`src/rtl/nn_job_scheduler.sv`:
```
// Round-robin scheduler that shares one neural-network datapath/controller between two requesters.
// Grants one job at a time, counts controller iterations, aborts at the limit and returns a tagged result.
module nn_job_scheduler #(
  parameter int ITER_W   = 8,
  parameter int MAX_ITER = 64
) (
  input  logic              clk,
  input  logic              rst_n,
  input  logic              req0_valid,
  output logic              req0_ready,
  input  logic              req1_valid,
  output logic              req1_ready,
  output logic              grant_sel,
  output logic              nn_start,
  input  logic              nn_iter,
  input  logic              nn_done,
  output logic              nn_abort,
  output logic              rsp_valid,
  input  logic              rsp_ready,
  output logic              rsp_id,
  output logic              rsp_timeout,
  output logic [ITER_W-1:0] rsp_iters
);

  typedef enum logic [1:0] {
    S_IDLE  = 2'd0,
    S_GRANT = 2'd1,
    S_RUN   = 2'd2,
    S_RESP  = 2'd3
  } state_t;

  localparam logic [ITER_W-1:0] LP_ONE   = ITER_W'(1);
  localparam logic [ITER_W-1:0] LP_SAT   = '1;
  localparam logic [ITER_W-1:0] LP_LIMIT = ITER_W'(MAX_ITER - 1);
  localparam logic [ITER_W-1:0] LP_MAX   = ITER_W'(MAX_ITER);

  state_t            r_state;
  logic              r_rr_ptr;
  logic              r_grant_sel;
  logic              r_req0_ready;
  logic              r_req1_ready;
  logic              r_nn_start;
  logic              r_nn_abort;
  logic              r_rsp_valid;
  logic              r_rsp_id;
  logic              r_rsp_timeout;
  logic [ITER_W-1:0] r_iter_cnt;
  logic [ITER_W-1:0] r_rsp_iters;

  logic              w_any_valid;
  logic              w_winner;
  logic              w_timeout;
  logic [ITER_W-1:0] w_iter_next;

  // Round-robin pointer only matters when both requesters compete.
  assign w_any_valid = req0_valid | req1_valid;
  assign w_winner    = (req0_valid & req1_valid) ? r_rr_ptr : req1_valid;
  assign w_iter_next = (nn_iter && (r_iter_cnt != LP_SAT)) ? (r_iter_cnt + LP_ONE) : r_iter_cnt;
  assign w_timeout   = nn_iter & (r_iter_cnt == LP_LIMIT) & ~nn_done;

  always_ff @(posedge clk or negedge rst_n) begin
    if (!rst_n) begin
      r_state       <= S_IDLE;
      r_rr_ptr      <= 1'b0;
      r_grant_sel   <= 1'b0;
      r_req0_ready  <= 1'b0;
      r_req1_ready  <= 1'b0;
      r_nn_start    <= 1'b0;
      r_nn_abort    <= 1'b0;
      r_rsp_valid   <= 1'b0;
      r_rsp_id      <= 1'b0;
      r_rsp_timeout <= 1'b0;
      r_iter_cnt    <= '0;
      r_rsp_iters   <= '0;
    end else begin
      r_req0_ready <= 1'b0;
      r_req1_ready <= 1'b0;
      r_nn_start   <= 1'b0;
      r_nn_abort   <= 1'b0;
      case (r_state)
        S_IDLE: begin
          if (w_any_valid) begin
            r_grant_sel  <= w_winner;
            r_req0_ready <= ~w_winner;
            r_req1_ready <= w_winner;
            r_nn_start   <= 1'b1;
            r_state      <= S_GRANT;
          end
        end
        S_GRANT: begin
          r_iter_cnt <= '0;
          r_rr_ptr   <= ~r_grant_sel;
          r_state    <= S_RUN;
        end
        S_RUN: begin
          r_iter_cnt <= w_iter_next;
          // A completion landing on the limiting iteration counts as a normal finish.
          if (nn_done) begin
            r_rsp_valid   <= 1'b1;
            r_rsp_id      <= r_grant_sel;
            r_rsp_timeout <= 1'b0;
            r_rsp_iters   <= w_iter_next;
            r_state       <= S_RESP;
          end else if (w_timeout) begin
            r_nn_abort    <= 1'b1;
            r_rsp_valid   <= 1'b1;
            r_rsp_id      <= r_grant_sel;
            r_rsp_timeout <= 1'b1;
            r_rsp_iters   <= LP_MAX;
            r_state       <= S_RESP;
          end
        end
        S_RESP: begin
          if (rsp_ready) begin
            r_rsp_valid <= 1'b0;
            r_state     <= S_IDLE;
          end
        end
        default: r_state <= S_IDLE;
      endcase
    end
  end

  assign req0_ready  = r_req0_ready;
  assign req1_ready  = r_req1_ready;
  assign grant_sel   = r_grant_sel;
  assign nn_start    = r_nn_start;
  assign nn_abort    = r_nn_abort;
  assign rsp_valid   = r_rsp_valid;
  assign rsp_id      = r_rsp_id;
  assign rsp_timeout = r_rsp_timeout;
  assign rsp_iters   = r_rsp_iters;

endmodule

```
`config.mk`:
```
export PLATFORM = sky130hd
export DESIGN_NAME = nn_job_scheduler
export DESIGN_NICKNAME = d
export VERILOG_FILES = /design/src/rtl/nn_job_scheduler.sv
export SDC_FILE = /design/constraint.sdc
export NUM_CORES = 1
export LEC_CHECK = 0
export CAP_MARGIN = 20
export CORE_MARGIN = 1.5
export CORE_UTILIZATION = 45
export DETAILED_ROUTE_END_ITERATION = 7
export GPL_TIMING_DRIVEN = 0
export PLACE_DENSITY = 0.65
export SLEW_MARGIN = 20
export SYNTH_ARGS = -nofsm -noshare
export SYNTH_HDL_FRONTEND = slang
export SYNTH_SLANG_ARGS = --single-unit
```
`constraint.sdc`:
```
create_clock -name clk -period 2 [get_ports clk]
set_input_delay 0.4 -clock clk [delete_from_list [all_inputs] [get_ports clk]]
set_output_delay 0.4 -clock clk [all_outputs]
set_load 0.005 [all_outputs]
```
Word-level counts from Yosys, hierarchy flattened
Cells that the tools add are included.
- add/sub/neg operators: 1
- bitwise logic cells: 7
- multiplexer cells: 26
- equality and inequality tests: 8
- reduce and logical (&&, ||, !) cells: 9
- operators with widths (kind ; count):
    $mux 8 ; 3
    $mux 1 ; 16
    $pmux 8 s2 ; 1
    $add 8x1->8 const B ; 1
    $eq 8x6->1 const B ; 1
    $mux 2 ; 4
    $ne 8x8->1 const B ; 1
    $pmux 2 s4 ; 1
    $reduce_and 3->1 ; 2
    $reduce_bool 2->1 ; 3
    $eq 2x2->1 const B ; 2
    $ne 2x2->1 const B ; 2
    $reduce_and 2->1 ; 2
    $and 1x1->1 ; 3
    $ne 3x3->1 const B ; 1
    $not 1->1 ; 3
    $eq 2x1->1 const B ; 1
    $logic_not 2->1 ; 1
    $pmux 1 s2 ; 1
    $logic_and 1x1->1 ; 1
    $or 1x1->1 ; 1
- output and inout bits: 16
- bits in registers: 27

Depth between registers and ports, before layout
Gate-level depths: netlist (run 1).
- depth after elaboration: 6
- mapped depth: 7
- mapped depth without buffers: 6

Least setup slack after synthesis (run 1)
Ideal clock, no wire load.
- path kind: reg-to-reg
- start point: register r_iter_cnt[0]
- end point: register r_rsp_id, in the netlist rsp_id
- setup time: 125 ps
- cell stages (with the launch flop): 6
- buffers on the path: 0
- arrival: 1495 ps
- path slack: 380 ps
- required time: 1875 ps
- period minus slack after synthesis: 1620 ps
- path through: dfrtp_1 ha_1 nand2_1 nor4_4 o21ai_4 mux2_4
- cells in the longest elaborated chain, start to end: 5
- ends and longest elaborated chain (element ; line ; RTL):
    start, declared ; 47 ; logic [ITER_W-1:0] r_iter_cnt;
    start signal, assigned ; 96 ; r_iter_cnt <= w_iter_next;
    $eq 8x6->1 ; 59 ; assign w_timeout = nn_iter & (r_iter_cnt == LP_LIMIT) & ~nn_done;
    $and 1x1->1 (2 in a row) ; 59 ;
    $reduce_bool 2->1 (no line) ; -- ;
    $reduce_and 2->1 (no line) ; -- ;
    end signal, assigned ; 100 ; r_rsp_id <= r_grant_sel;
    end signal, assigned ; 107 ; r_rsp_id <= r_grant_sel;
    end, declared ; 45 ; logic r_rsp_id;
No other way between the ends.
A chain may end at the register's enable or synchronous reset.

Worst setup path in the final report (run 1)
Ends and elaborated chain as after synthesis.

==> results of run 1 <==
-- worst register-to-register path, cell delays in order, from the launching register on --
cell and delay (ns):
dfrtp_1 0.46, ha_1 0.31, nand2_1 0.21, nor4_4 0.06
buf_4 0.16, o21ai_4 0.27, mux2_4 0.33
-- how the worst min path moves through the flow --
stage              endpoint  depth (start not counted)
6_report             rsp_id                          1
4_1_cts        rsp_iters[4]                          1
2_1_floorplan     grant_sel                          0
3_3_place_gp     req0_ready                          1
5_1_grt        rsp_iters[4]                          1
3_5_place_dp         rsp_id                          1
-- cells in the final DEF (no fill, tap or decap), types with 2 or more instances in the layout --
master,synthesis,final
dfrtp_1,27,27
clkdlybuf4s50_1,0,20
nand2_1,15,15
inv_1,10,10
a21oi_1,7,7
nor2_1,6,6
ha_1,6,6
buf_2,4,5
o21ai_0,5,5
a31oi_1,5,5
a22o_1,4,4
o2bb2ai_1,4,4
nand3_1,3,3
mux2i_1,3,3
xnor2_1,3,3
clkbuf_4,0,3
buf_4,0,3
nor2b_1,2,2
clkbuf_1,2,2
nand4_1,2,2
and2_1,2,2
o21a_1,2,2
o221ai_1,2,2
a41oi_1,2,2
-- sequential cells by signal, summed over array words and instances (netlist names) --
name / cells
nn_abort: 1
rsp_valid: 1
req1_ready: 1
r_iter_cnt: 8
req0_ready: 1
nn_start: 1
r_state: 2
r_rr_ptr: 1
rsp_id: 1
rsp_iters: 8
rsp_timeout: 1
grant_sel: 1
-- power by group --
group | total, W | switching (W) | internal [W]
sequential | 0.000754 | 0.0000897 | 0.000664
combinational | 0.000838 | 0.000468 | 0.000369
clock | 0.000241 | 0.000163 | 0.0000783
total | 0.00183 | 0.000721 | 0.00111
-- metal layers --
metal | track usage | routed length (µm)
met5 | 0 | 0
met4 | 0.0794 | 45
met3 | 0.0306 | 115
met2 | 0.301 | 1440
met1 | 0.275 | 1450
-- timing repair --
item,in CTS,in global routing
setup buffers,0,3
endpoints found under the setup margin,0,4
gates resized for setup,0,1
-- layout make-up --
cell class              count  area (µm²)  area share
plain buffers               6        28.8      0.0165
flip-flops and latches     27         676       0.387
well taps                  44        55.1      0.0315
clock buffers               4        26.3      0.0150
inverters                  10        37.5      0.0215
multi-input cells          95         697       0.399
repair buffers             24         228       0.130
-- through the flow --
| step | area (µm²) | hold slack [ns] | instances | TNS, ns |
|---|---|---|---|---|
| 2_1_floorplan | 1440 | 0.104 | 139 | 0 |
| 3_3_place_gp | 1710 | 0.455 | 204 | -0.268 |
| 3_5_place_dp | 1700 | 0.445 | 204 | -0.327 |
| 4_1_cts | 1730 | 0.0708 | 208 | 0 |
| 5_1_grt | 1750 | 0.0901 | 210 | 0 |
| 6_report | 1750 | 0.0495 | 210 | 0 |
-- cells by family (layout without fill, tap and decap cells) --
kind of cell	count (synthesis)	after routing
buf+inv	17	44
simple gates	39	39
compound gates	42	42
xor+xnor	3	3
flops	27	27
mux	5	5
fa+ha+maj	6	6
==> impl_metrics.csv, run 1 <==
group,metric,value,unit
yosys,synth_fp_nets,152,
yosys,synth_fa_ha_area_frac,0.0521,
clock_network,clock_sinks,27,
worst_setup_path,crit_start,"r_iter_cnt[0]",
worst_setup_path,worstPathMaxFanout,8,
worst_setup_path,crit_end,"rsp_id",
sta,skew,0.00326,ns
die,core_area,3050,µm²
worst_setup_path,cp_slowest_cell,"dfrtp_1",
clock_network,cts_root_buffer,"clkbuf_4",
yosys,synth_area_leaders,"dfrtp_1 (47%), ha_1 (5.2%), nand2_1 (3.9%)",
final_layout,fillers,298,
pwr,peakVddDrop,0.809,mV
clock_network,cts_buffers,3,
yosys,synth.area.mux_share,0.0391,
detailed_routing,vias,1136,
yosys,syn_area,1440,µm²
yosys,synth_top_family_by_area,"compound AO/OA/AOI/OAI gates",
yosys,yosysWarnings,0,
sta,slew_violations,0,
sta,setup_viol,0,
worst_setup_path,crit_path_end_kind,"flop",
worst_setup_path,r2r-end,"rsp_id",
yosys,synth_edf_count,0,
worst_setup_path,crit_cells,6,
detailed_routing,drtPass1Iterations,4,
die,die_w,59.6,µm
yosys,synth_cell_type_count,44,
detailed_routing,detail-route-antenna-nets,0,
yosys,ys_ff_latch,27,
die,die_area,3550,µm²
die,initial_core_util,0.472,
worst_setup_path,path_delay_family,"flip-flops",
worst_setup_path,crit_buf_inv,1,
clock_network,insertion_delay,0.33,ns
yosys,synth-xor-area-share,0.0182,
global_route,antenna_found_initial,0,
worst_setup_path,crit_arrival,2.12,ns
placed_design,hpwl,2.18,mm
global_route,grt_pass1_vias,1116,
global_route,grt.total_usage,0.196,
detailed_routing,drtIter0Drc,34,
final_layout,syn_to_final_growth,21.3,%
yosys,synth-simple-area-share,0.157,
sta,fin_crit_sh,0.946,
yosys,synth.largest_area_cell,"dfrtp_1",
yosys,ys_top_cells_by_count,"dfrtp_1 (27), nand2_1 (15), inv_1 (10)",
yosys,synth.top_cell.area_share,0.469,
sta,fin_crit,1.89,ns
hold_path,hold_path_class,"in2async",
run,cap_violations,0,
pwr,power_leakage,0.778,nW
yosys,yosysMostFrequentCell,"dfrtp_1",
worst_setup_path,r2r_cells,6,
placed_design,io_buffers,21,
pwr,finalPower,0.00183,W
clock_network,cts_buffer_depth,2,
yosys,synth_area_per_cell,10.4,µm²
detailed_routing,routed_via_density,5.41,
detailed_routing,post-route-drc-count,0,
clock_network,cts_hold_buf,0,
worst_setup_path,crit_required,2.23,ns
global_route,grt_first_pass_wirelength,5.19,mm
clock_network,cts_max_level,1,
worst_setup_path,rr_startpoint,"r_iter_cnt[0]",
worst_setup_path,criticalPathCategory,"reg2reg",
placed_design,pre_cts_ws,-0.139,ns
worst_setup_path,crit_path_cell_trace,"ha_1 > nand2_1 > nor4_4 > buf_4 > o21ai_4 > mux2_4",
die,die_h,59.6,µm
sta,worst_slew_margin_rel,0.608,
global_route,grt_max_degree,28,
worst_setup_path,start_kind,"flop",
sta,worst_slack,0.108,ns
yosys,synth_compound_gate_area_share,0.217,
die,rows,20,
yosys,synth_seq_area_share,0.469,
placed_design,place.gp.congestion,0.868,
final_layout,antenna_cells,0,
pwr,power_density,1050,nW/µm²
global_route,grt-ovfl-total,0,
status,status,"completed",
yosys,synthFlopType,"dfrtp_1",
worst_setup_path,max_stage_delay,0.46,ns
die,io_pins,23,
sta,rsz0062_at_grt,"no",
worst_setup_path,regToRegSetupSlack,0.11,ns
clock_network,clkTransAtPathRegs,0.14,ns
final_layout,drive_gt1_frac,0.114,
clock_network,cts_tree,"yes",
detailed_routing,wl,3.05,mm
final_layout,layout.nets,180,
detailed_routing,wl_per_cell,14.5,µm
sta,worst_slew_pin_slew,0.588,ns
sta,max_freq,529,MHz
final_layout,finish.utilization,0.573,
sta,hold_viol,0,
yosys,syn-instance-count,139,
yosys,ys_async_sr_fraction,1.00,
Note: power is estimated with default switching activity, not from simulation.
==> inputs of run 2 (changes only) <==
- clock period: 2 -> 2.32 ns (I/O delays scaled with it)
==> impl_metrics.csv, run 2 (synthesis results as in run 1) <==
group,metric,value,unit
detailed_routing,wl_per_cell,14.5,µm
die,initial_core_util,0.472,
die,core_area,3050,µm²
hold_path,hold_path_class,"in2async",
worst_setup_path,max_stage_delay,0.46,ns
sta,slew_violations,0,
worst_setup_path,criticalPathCategory,"reg2reg",
sta,worst_slew_margin_rel,0.606,
final_layout,fin_area,1730,µm²
clock_network,cts_root_buffer,"clkbuf_4",
sta,skew,0.00340,ns
worst_setup_path,worstPathMaxFanout,8,
sta,final.setup.tns,0,ns
clock_network,cts_setup_buffers,0,
global_route,grt_first_pass_wirelength,5.19,mm
global_route,grt_max_degree,28,
sta,fin_crit_sh,0.828,
worst_setup_path,rr_startpoint,"r_iter_cnt[0]",
sta,holdWs,0.113,ns
clock_network,clkTransAtPathRegs,0.14,ns
clock_network,cts-resized-gates,0,
worst_setup_path,crit_required,2.55,ns
worst_setup_path,crit_path_cell_trace,"ha_1 > nand2_1 > nor4_4 > o21ai_4 > mux2_4",
clock_network,cts_hold_buf,0,
worst_setup_path,cp_slowest_cell,"dfrtp_1",
die,die_w,59.6,µm
sta,hold_viol,0,
final_layout,mostFrequentLayoutCells,"dfrtp_1 (27), clkdlybuf4s50_1 (20), nand2_1 (15), inv_1 (10), a21oi_1 (7)",
final_layout,seq_area,676,µm²
sta,fin_crit,1.92,ns
clock_network,insertion_delay,0.33,ns
worst_setup_path,start_kind,"flop",
final_layout,final_common_cell,"dfrtp_1",
final_layout,multi_input_area,697,µm²
clock_network,cts_buffer_depth,2,
run,cap_violations,0,
final_layout,antenna_cells,0,
worst_setup_path,crit_path_end_kind,"flop",
clock_network,cts_tree,"yes",
final_layout,syn_to_final_growth,19.9,%
sta,max_freq,521,MHz
clock_network,cts_buffers,3,
die,die_h,59.6,µm
clock_network,cts_max_level,1,
detailed_routing,wl,3.02,mm
pwr,peakVddDrop,0.600,mV
placed_design,placed_area,1700,µm²
detailed_routing,drtPass1Iterations,4,
die,rows,20,
global_route,grt_pass1_vias,1116,
placed_design,hpwl,2.18,mm
global_route,antenna_found_initial,0,
worst_setup_path,crit_arrival,2.15,ns
sta,worst_slew_pin_slew,0.591,ns
pwr,power_leakage,0.760,nW
detailed_routing,drtIter0Drc,37,
detailed_routing,post-route-drc-count,0,
detailed_routing,vias,1128,
final_layout,fillers,296,
placed_design,place.gp.congestion,0.868,
global_route,grt.total_usage,0.196,
final_layout,drive_gt1_frac,0.0915,
die,io_pins,23,
sta,rsz0062_at_grt,"no",
worst_setup_path,regToRegSetupSlack,0.40,ns
status,status,"completed",
worst_setup_path,crit_start,"r_iter_cnt[0]",
detailed_routing,routed_via_density,5.42,
placed_design,io_buffers,21,
final_layout,finish.utilization,0.566,
die,die_area,3550,µm²
detailed_routing,detail-route-antenna-nets,0,
pwr,power_density,913,nW/µm²
clock_network,clock_sinks,27,
sta,setup_viol,0,
final_layout,layout.nets,178,
global_route,grt-ovfl-total,0,
## run 2: cell count changes in the layout (fill, tap and decap cells not counted), sizes merged
cell  delta
buf      -2
## run 2: path summary, 6_finish.rpt
path                           endpoint  cells past startpoint
max in group asynchronous  rsp_iters[6]                      1
hold reg to reg              req0_ready                      1
setup reg to reg                 rsp_id                      5
setup / recovery                 rsp_id                      5
min in group clk             req0_ready                      1
hold / removal                   rsp_id                      1
## run 2: power by group
| part | switching [W] | total (W) | internal (W) | leakage (nW) |
|---|---|---|---|---|
| clock network | 0.000139 | 0.000206 | 0.0000675 | 0.0150 |
| logic | 0.000406 | 0.000720 | 0.000314 | 0.387 |
| registers | 0.0000786 | 0.000651 | 0.000572 | 0.357 |
## run 2: layer usage
layer | GRT usage | routed length [µm]
met5 | 0 | 0
met4 | 0.0794 | 44
met3 | 0.0306 | 88
met2 | 0.301 | 1400
met1 | 0.275 | 1480
## run 2: final cells by class
class | instances | share of cell area
plain buffers | 7 | 0.0181
clock buffers | 4 | 0.0152
inverters | 10 | 0.0217
multi-input cells | 95 | 0.403
flip-flops and latches | 27 | 0.391
well taps | 44 | 0.0319
repair buffers | 21 | 0.119
## run 2: stage by stage
step | total power, W | setup slack (ns) | std cells
3_3_place_gp | 0.00136 | 0.126 | 204
6_report | 0.00158 | 0.400 | 208
3_5_place_dp | 0.00138 | 0.117 | 204
4_1_cts | 0.00159 | 0.408 | 208
2_1_floorplan | 0.00110 | 0.700 | 139
5_1_grt | 0.00170 | 0.264 | 208
## run 2: worst max-delay path, delay by kind of cell, from the launching register on
family | cells | cell delay (ns)
compound gates | 1 | 0.17
fa+ha+maj | 1 | 0.31
flops | 1 | 0.46
mux | 1 | 0.32
simple gates | 2 | 0.56
==> inputs of run 3 (changes only) <==
- clock period: 2.32 -> 1.9 ns (I/O delays scaled with it)
==> impl_metrics.csv, run 3 (synthesis results as in run 1) <==
group,metric,value,unit
final_layout,final_common_cell,"dfrtp_1",
worst_setup_path,crit_required,2.13,ns
global_route,grt-ovfl-total,0,
detailed_routing,drtPass1Iterations,4,
placed_design,io_buffers,21,
final_layout,drive_gt1_frac,0.115,
detailed_routing,routed_via_density,5.44,
clock_network,cts_root_buffer,"clkbuf_4",
worst_setup_path,start_kind,"flop",
die,die_area,3550,µm²
pwr,power_frac_seq,0.412,
clock_network,cts_max_level,1,
die,die_w,59.6,µm
final_layout,antenna_cells,0,
sta,hold_viol,0,
pwr,p_int,0.00117,W
clock_network,cts_tree,"yes",
final_layout,mostFrequentLayoutCells,"dfrtp_1 (27), clkdlybuf4s50_1 (20), nand2_1 (15), inv_1 (10), a21oi_1 (7)",
detailed_routing,routed-wl-met2,1.44,mm
sta,worst_slew_pin_slew,0.594,ns
sta,fin_crit,1.76,ns
sta,worst_slew_margin_rel,0.604,
worst_setup_path,crit_path_cell_trace,"ha_2 > nand2_1 > nor4_4 > o21ai_4 > mux2_4",
sta,setup_viol,0,
pwr,finalPower,0.00193,W
global_route,grt_first_pass_wirelength,5.22,mm
worst_setup_path,criticalPathCategory,"reg2reg",
detailed_routing,vias,1138,
final_layout,fillers,293,
hold_path,hold_path_class,"in2async",
final_layout,seq_area,676,µm²
final_layout,multi_input_area,699,µm²
worst_setup_path,crit_buf_inv,0,
worst_setup_path,path_delay_family,"flip-flops",
clock_network,insertion_delay,0.32,ns
pwr,power_frac_comb,0.458,
detailed_routing,post-route-drc-count,0,
die,core_area,3050,µm²
sta,final.setup.tns,0,ns
detailed_routing,highest_layer,"met4",
global_route,antenna_found_initial,0,
sta,max_freq,568,MHz
die,initial_core_util,0.472,
pwr,swShare,0.391,
die,io_pins,23,
final_layout,syn_to_final_growth,20.9,%
detailed_routing,drtIter0Drc,28,
detailed_routing,wl,3.02,mm
final_layout,layout.nets,179,
die,die_h,59.6,µm
status,status,"completed",
global_route,grt_max_degree,28,
pwr,p_clk_frac,0.130,
pwr,power_leakage,0.770,nW
sta,rsz0062_at_grt,"no",
run,cap_violations,0,
sta,skew,0.00179,ns
placed_design,placed_area,1700,µm²
detailed_routing,detail-route-antenna-nets,0,
detailed_routing,wl_per_cell,14.5,µm
worst_setup_path,crit_path_end_kind,"flop",
die,rows,20,
worst_setup_path,crit_arrival,1.99,ns
pwr,peakVddDrop,0.831,mV
worst_setup_path,cp_slowest_cell,"dfrtp_1",
placed_design,hpwl,2.18,mm
clock_network,cts_buffer_depth,2,
global_route,grt_pass1_vias,1122,
detailed_routing,wl_met1,1.43,mm
final_layout,fin_area,1740,µm²
pwr,netSwitchingPower,0.000754,W
pwr,power_density,1110,nW/µm²
global_route,grt.total_usage,0.197,
sta,slew_violations,0,
clock_network,clock_sinks,27,
placed_design,place.gp.congestion,0.868,
clock_network,cts_buffers,3,
worst_setup_path,worstPathMaxFanout,8,
detailed_routing,dr_wl_met3,115,µm
sta,fin_crit_sh,0.926,
worst_setup_path,max_stage_delay,0.46,ns
clock_network,clkTransAtPathRegs,0.14,ns
[run 3: changes by cell type in the layout (fill, tap and decap cells not counted), sizes merged]
cell and change:
buf +1
[run 3: worst reg2reg max path, cell delays in order (launching register included)]
cell and delay (ns):
dfrtp_1 0.46, ha_2 0.28, nand2_1 0.16, nor4_4 0.30, o21ai_4 0.16, mux2_4 0.32
[run 3: final cells by class]
type                    instances  share of cell area
repair buffers                 23               0.126
inverters                      10              0.0215
plain buffers                   6              0.0165
flip-flops and latches         27               0.388
multi-input cells              95               0.401
well taps                      44              0.0316
clock buffers                   4              0.0151
[run 3: metal layers]
layer  vias up  global-route usage
li1        557                   -
met1       544               0.278
met2        32               0.303
met3         5              0.0306
met4         0              0.0794
met5         -                   0
[run 3: final timing paths]
path	startpoint	slack [ns]	endpoint	depth (start not counted)
max	r_iter_cnt[0]	0.14	rsp_id	5
min	rst_n	0.03	rsp_id	1
max reg2reg	r_iter_cnt[0]	0.14	rsp_id	5
min in group clk	nn_done	0.48	nn_abort	2
min reg2reg	r_rr_ptr	0.49	req0_ready	1
max in group asynchronous	rst_n	1.48	r_iter_cnt[6]	1
[run 3: metrics by stage]
step	setup WS (ns)	utilization	hold WS, ns	instances
after global placement	-0.210	0.559	0.455	204
after CTS	0.00138	0.571	0.0508	210
after floorplan	0.280	-	0.0844	139
final	0.140	0.571	0.0327	209
after detailed placement	-0.219	0.557	0.425	204
after global routing	0.000592	0.571	0.0705	209
[run 3: power groups by stage]
stage               clock, W  sequential [W]  combinational (W)
finish              0.000250        0.000794           0.000882
global route        0.000282        0.000811           0.000987
CTS                 0.000263        0.000794           0.000883
detailed placement         0        0.000808           0.000877
global placement           0        0.000799           0.000857
floorplan                  0        0.000795           0.000546
[run 3: what timing repair did]
action | CTS | global route
buffers inserted | 2 | 0
hold buffers | 0 | 0
pin swaps | 1 | 1
endpoints found under the setup margin | 1 | 14
gates resized for setup | 0 | 2
